===== src/rtl/alu_issue_stage.sv =====
// alu_issue_stage: 2-entry skid buffer between decode and the ALU.
// Operands are resolved (x0, forwarding, immediates) at capture time and frozen.
`default_nettype none

module alu_issue_stage (
  input  logic        clk,
  input  logic        reset,
  input  logic        flush,
  input  logic        in_valid,
  output logic        in_ready,
  input  logic [31:0] instr,
  input  logic [63:0] rs1_data,
  input  logic [63:0] rs2_data,
  input  logic        fwd_valid,
  input  logic [4:0]  fwd_rd,
  input  logic [63:0] fwd_data,
  output logic        out_valid,
  input  logic        out_ready,
  output logic [63:0] op0,
  output logic [63:0] op1,
  output logic [2:0]  func3,
  output logic [6:0]  func7,
  output logic [5:0]  ctrl,
  output logic [4:0]  rd,
  output logic        illegal
);

  localparam logic [1:0] S_EMPTY = 2'd0;
  localparam logic [1:0] S_ONE   = 2'd1;
  localparam logic [1:0] S_TWO   = 2'd2;

  localparam logic [6:0] OPC_R   = 7'b0110011;
  localparam logic [6:0] OPC_I   = 7'b0010011;
  localparam logic [6:0] OPC_BR  = 7'b1100011;

  typedef struct packed {
    logic        ill;
    logic [4:0]  rd;
    logic [5:0]  ctrl;
    logic [6:0]  f7;
    logic [2:0]  f3;
    logic [63:0] op1;
    logic [63:0] op0;
  } entry_t;

  logic [1:0] state_q, state_d;
  entry_t     head_q, head_d;
  entry_t     tail_q, tail_d;
  logic       in_ready_q;

  entry_t      cap;
  logic [63:0] src1, src2;
  logic        do_in, do_out;

  // Source index 0 always reads zero, so the fwd_rd != 0 guard is implied.
  always_comb begin
    if (instr[19:15] == 5'd0)
      src1 = 64'h0;
    else if (fwd_valid && (fwd_rd == instr[19:15]))
      src1 = fwd_data;
    else
      src1 = rs1_data;

    if (instr[24:20] == 5'd0)
      src2 = 64'h0;
    else if (fwd_valid && (fwd_rd == instr[24:20]))
      src2 = fwd_data;
    else
      src2 = rs2_data;
  end

  always_comb begin
    cap     = '0;
    cap.f3  = instr[14:12];
    case (instr[6:0])
      OPC_R: begin
        cap.op0  = src1;
        cap.op1  = src2;
        cap.f7   = instr[31:25];
        cap.rd   = instr[11:7];
        cap.ctrl = {instr[6:2], 1'b0};
      end
      OPC_I: begin
        cap.op0  = src1;
        cap.op1  = (instr[14:12] == 3'b001) ? {59'h0, instr[24:20]}
                                             : {{52{instr[31]}}, instr[31:20]};
        cap.rd   = instr[11:7];
        cap.ctrl = {instr[6:2], 1'b1};
      end
      OPC_BR: begin
        cap.op0  = src1;
        cap.op1  = src2;
        cap.ctrl = {instr[6:2], 1'b0};
      end
      default: cap.ill = 1'b1;
    endcase
  end

  assign do_in  = in_valid & in_ready_q;
  assign do_out = (state_q != S_EMPTY) & out_ready;

  always_comb begin
    state_d = state_q;
    head_d  = head_q;
    tail_d  = tail_q;
    case (state_q)
      S_EMPTY: begin
        if (do_in) begin
          head_d  = cap;
          state_d = S_ONE;
        end
      end
      S_ONE: begin
        if (do_in && do_out) begin
          head_d = cap;
        end else if (do_in) begin
          tail_d  = cap;
          state_d = S_TWO;
        end else if (do_out) begin
          state_d = S_EMPTY;
        end
      end
      S_TWO: begin
        // in_ready is low here, so only a pop can happen.
        if (do_out) begin
          head_d  = tail_q;
          state_d = S_ONE;
        end
      end
      default: state_d = S_EMPTY;
    endcase
  end

  always_ff @(posedge clk) begin
    if (reset) begin
      state_q    <= S_EMPTY;
      in_ready_q <= 1'b1;
      head_q     <= '0;
      tail_q     <= '0;
    end else if (flush) begin
      state_q    <= S_EMPTY;
      in_ready_q <= 1'b1;
    end else begin
      state_q    <= state_d;
      in_ready_q <= (state_d != S_TWO);
      head_q     <= head_d;
      tail_q     <= tail_d;
    end
  end

  assign in_ready  = in_ready_q;
  assign out_valid = (state_q != S_EMPTY);
  assign op0       = head_q.op0;
  assign op1       = head_q.op1;
  assign func3     = head_q.f3;
  assign func7     = head_q.f7;
  assign ctrl      = head_q.ctrl;
  assign rd        = head_q.rd;
  assign illegal   = head_q.ill;

endmodule

`default_nettype wire

===== config.mk =====
export PLATFORM = sky130hd
export DESIGN_NAME = alu_issue_stage
export DESIGN_NICKNAME = d
export VERILOG_FILES = /design/src/rtl/alu_issue_stage.sv
export SDC_FILE = /design/constraint.sdc
export NUM_CORES = 1
export LEC_CHECK = 0
export ABC_CLOCK_PERIOD_IN_PS = 5110
export CAP_MARGIN = 20
export CORE_UTILIZATION = 43
export DETAILED_ROUTE_END_ITERATION = 10
export HOLD_SLACK_MARGIN = 0.15
export PLACE_DENSITY = 0.73
export SKIP_CTS_REPAIR_TIMING = 1
export SYNTH_ARGS = -nofsm -noshare
export SYNTH_HDL_FRONTEND = slang
export SYNTH_SLANG_ARGS = --single-unit

===== constraint.sdc =====
create_clock -name clk -period 5.11 [get_ports clk]
set_input_delay 0.511 -clock clk [delete_from_list [all_inputs] [get_ports clk]]
set_output_delay 0.511 -clock clk [all_outputs]
set_load 0.01 [all_outputs]

==> flow_summary.ini <==
[status]
run_status = completed

[floorplan]
die_height_um = 182
core_area_mm2 = 0.0316
num_rows = 65
initial_core_util = 0.439
die_area_mm2 = 0.0330
io_pins = 387
die_width_um = 182

[timing]
max_freq_mhz = 331
final_tns_setup_ns = 0
report.final.slew_viol_count = 0
clock-skew-final_ns = 0.00965
max_slew_margin = 0.328
finalHoldViolations = 0
worst-slew-pin-transition_ns = 1.01
timing.final.crit_share = 0.591
rsz0062_at_grt = no
period_needed_ns = 3.02
setup-violations-final = 0

[cts]
numCtsBuffers = 34
htree_num_levels = 2
clk_pin_slew_worst_paths_ns = 0.06
clock-root-buffer = sky130_fd_sc_hd__clkbuf_16
cts_max_path_buffers = 3
worst_skew_pair.late_latency_ns = 0.51
cts_tree = built
clock_sink_count = 303

[synthesis]
post_synth_edffs = 0
proportion_of_register_bits_with_asynchronous_set_or_reset_after_synthesis = 0
synth_sequential_area_ratio = 0.437
ys_ff_latch = 303
synth_largest_type_area_fraction = 0.437
syn_area_per_cell_um2 = 8.55
netlist_area_mm2 = 0.0139
synth.largest_area_cell = sky130_fd_sc_hd__dfxtp_1
synth-main-ff-cell = sky130_fd_sc_hd__dfxtp_1
ys_top_cells_by_area = sky130_fd_sc_hd__dfxtp_1 44%, sky130_fd_sc_hd__a211oi_1 7.2%, sky130_fd_sc_hd__o211ai_1 5.5%
post_synth_most_frequent_cells = 303 x sky130_fd_sc_hd__dfxtp_1, 185 x sky130_fd_sc_hd__nand2_1, 134 x sky130_fd_sc_hd__a211oi_1
synth_most_common_cell = sky130_fd_sc_hd__dfxtp_1
netlist_instances = 1626
postSynthNetCount = 1861
synth_cell_types = 53
yosys_warnings = 0

[cells_and_area]
nets = 2140
layout.cells.non_filler = 2331
final_layout_size_suffix_gt1_frac = 0.0835
fillCellCount = 2721
areaGrowthSynthToFinish_pct = 36.5
stdcell_area_mm2 = 0.0190

[worst_setup_path]
setup.worst_path.class = input pin to flop
ff_to_ff_start = state_q[0]
critPathRequiredTime_ns = 5.51
worst-r2r-cell-count = 6
type_of_element_capturing_the_critical_path = flop
critPathLaunchType = input pin
setup.reg_to_reg.worst_slack_ns = 2.21
crit_path_max_fanout = 37
r2r_end = op0[51]
arrival_ns = 3.42

[detailed_routing]
dr.first_iter.drc_count = 1342
drcViolationCount = 0
post_drt_via_cell_ratio = 6.15
route.detailed.wl_per_inst_um = 22.1
drtPass1Iterations = 6
dr_total_vias = 14300
antenna_left = 0
routed_wl_um = 51600

[job]
timing.max_cap.violations = 0

[placement]
io_buffer_count = 386
post-place-cells = 2269
detailed_place.area_mm2 = 0.0178
place_congestion = 0.876
hpwl_um = 33400

[min_path]
whs_endpoint = tail_q[136]
hold_path_depth = 2
hp-class = flop to flop
worst_hold_startpoint = tail_q[136]

[global_route]
wire_length_of_the_first_global_routing_pass_um = 79600
grt_remaining_overflow = 0
grt_usage = 0.305
globalRouteMet2Util = 0.519
antenna_violations_before_repair = 2
use_met1 = 0.391
grt_start_max_net_pins = 120
first_global_vias = 14100
layer_with_the_highest_usage_after_global_routing = met2
met3_usage = 0.0459

[power_and_ir_drop]
report.power.total_w = 0.00555
p_leak_nw = 6.06
peakVddDrop_v = 0.000161
power_density_over_cell_area_mw_per_mm2 = 293
[per-layer routing]
metal  vias to the layer above  routed length (um)
met5                         -                  10
li1                       6593                   -
met4                         2                1310
met3                        83                4040
met1                      6950               21400
met2                       707               24800
[how the worst max path moves through the flow]
stage	startpoint	endpoint	depth (start not counted)
floorplan	instr[21]	op1[54]	9
global placement	instr[21]	tail_q[72]	6
global route	out_ready	op0[55]	7
finish	out_ready	op0[51]	7
detailed placement	out_ready	op0[35]	7
CTS	out_ready	op0[51]	7
[cells in the final DEF, fill, tap and decap left out, types with 37 or more instances in the layout]
cell	count
sky130_fd_sc_hd__a211oi_1	134
sky130_fd_sc_hd__a21o_1	47
sky130_fd_sc_hd__clkbuf_16	37
sky130_fd_sc_hd__clkdlybuf4s50_1	385
sky130_fd_sc_hd__dfxtp_1	303
sky130_fd_sc_hd__mux2i_1	65
sky130_fd_sc_hd__nand2_1	184
sky130_fd_sc_hd__nand3_1	83
sky130_fd_sc_hd__nor2_1	103
sky130_fd_sc_hd__o211ai_1	102
sky130_fd_sc_hd__o21ai_0	120
sky130_fd_sc_hd__o21ai_2	60
sky130_fd_sc_hd__o22ai_1	67
[worst max-delay path, stage by stage]
cell and delay, ns:
sky130_fd_sc_hd__clkdlybuf4s50_1 0.59, sky130_fd_sc_hd__nor2b_1 0.12, sky130_fd_sc_hd__o31ai_1 0.39, sky130_fd_sc_hd__nor2b_4 0.87
sky130_fd_sc_hd__buf_4 0.49, sky130_fd_sc_hd__o22ai_1 0.14, sky130_fd_sc_hd__a211oi_1 0.27
[flip-flops by register name (all words and copies together) (netlist names)]
| name | flops |
|---|---|
| ctrl | 6 |
| op0 | 64 |
| illegal | 1 |
| op1 | 64 |
| func7 | 7 |
| rd | 5 |
| tail_q | 150 |
| state_q | 2 |
| func3 | 3 |
| in_ready | 1 |
[metrics by stage]
stage | worst slack, ns | hold WS [ns] | util
after floorplan | 2.95 | 0.429 | -
after global placement | 1.57 | 0.435 | 0.562
after detailed placement | 1.63 | 0.441 | 0.563
after CTS | 2.11 | 0.454 | 0.598
after global routing | 1.91 | 0.467 | 0.599
final | 2.09 | 0.454 | 0.599
[cell type report]
type                       instances  area (um^2)  share of cell area
antenna                            1         2.50            0.000132
clock buffer                      54         1070              0.0564
clock inverter                     5         30.0             0.00158
inverter                           1         3.75            0.000198
multi-input combinational       1149         7150               0.377
sequential                       303         6070               0.320
tap                              402          503              0.0265
timing repair buffer             416         4140               0.219
[where the power goes]
part           switching (W)  internal [W]
Clock               0.000977       0.00143
Combinational       0.000360      0.000334
Sequential         0.0000341       0.00242
[kinds of logic (layout without fill, tap and decap cells)]
logic type             count (synthesis)  count (layout)  synth area share
XOR/XNOR                              10              10           0.00630
multiplexers                          65              65            0.0468
other                                  0               1                 0
buffers and inverters                174             476            0.0552
AND/OR/NAND/NOR                      444             444             0.142
flip-flops                           303             303             0.437
AO/OA/AOI/OAI                        630             630             0.313
Note: power is estimated with default switching activity, not from simulation.
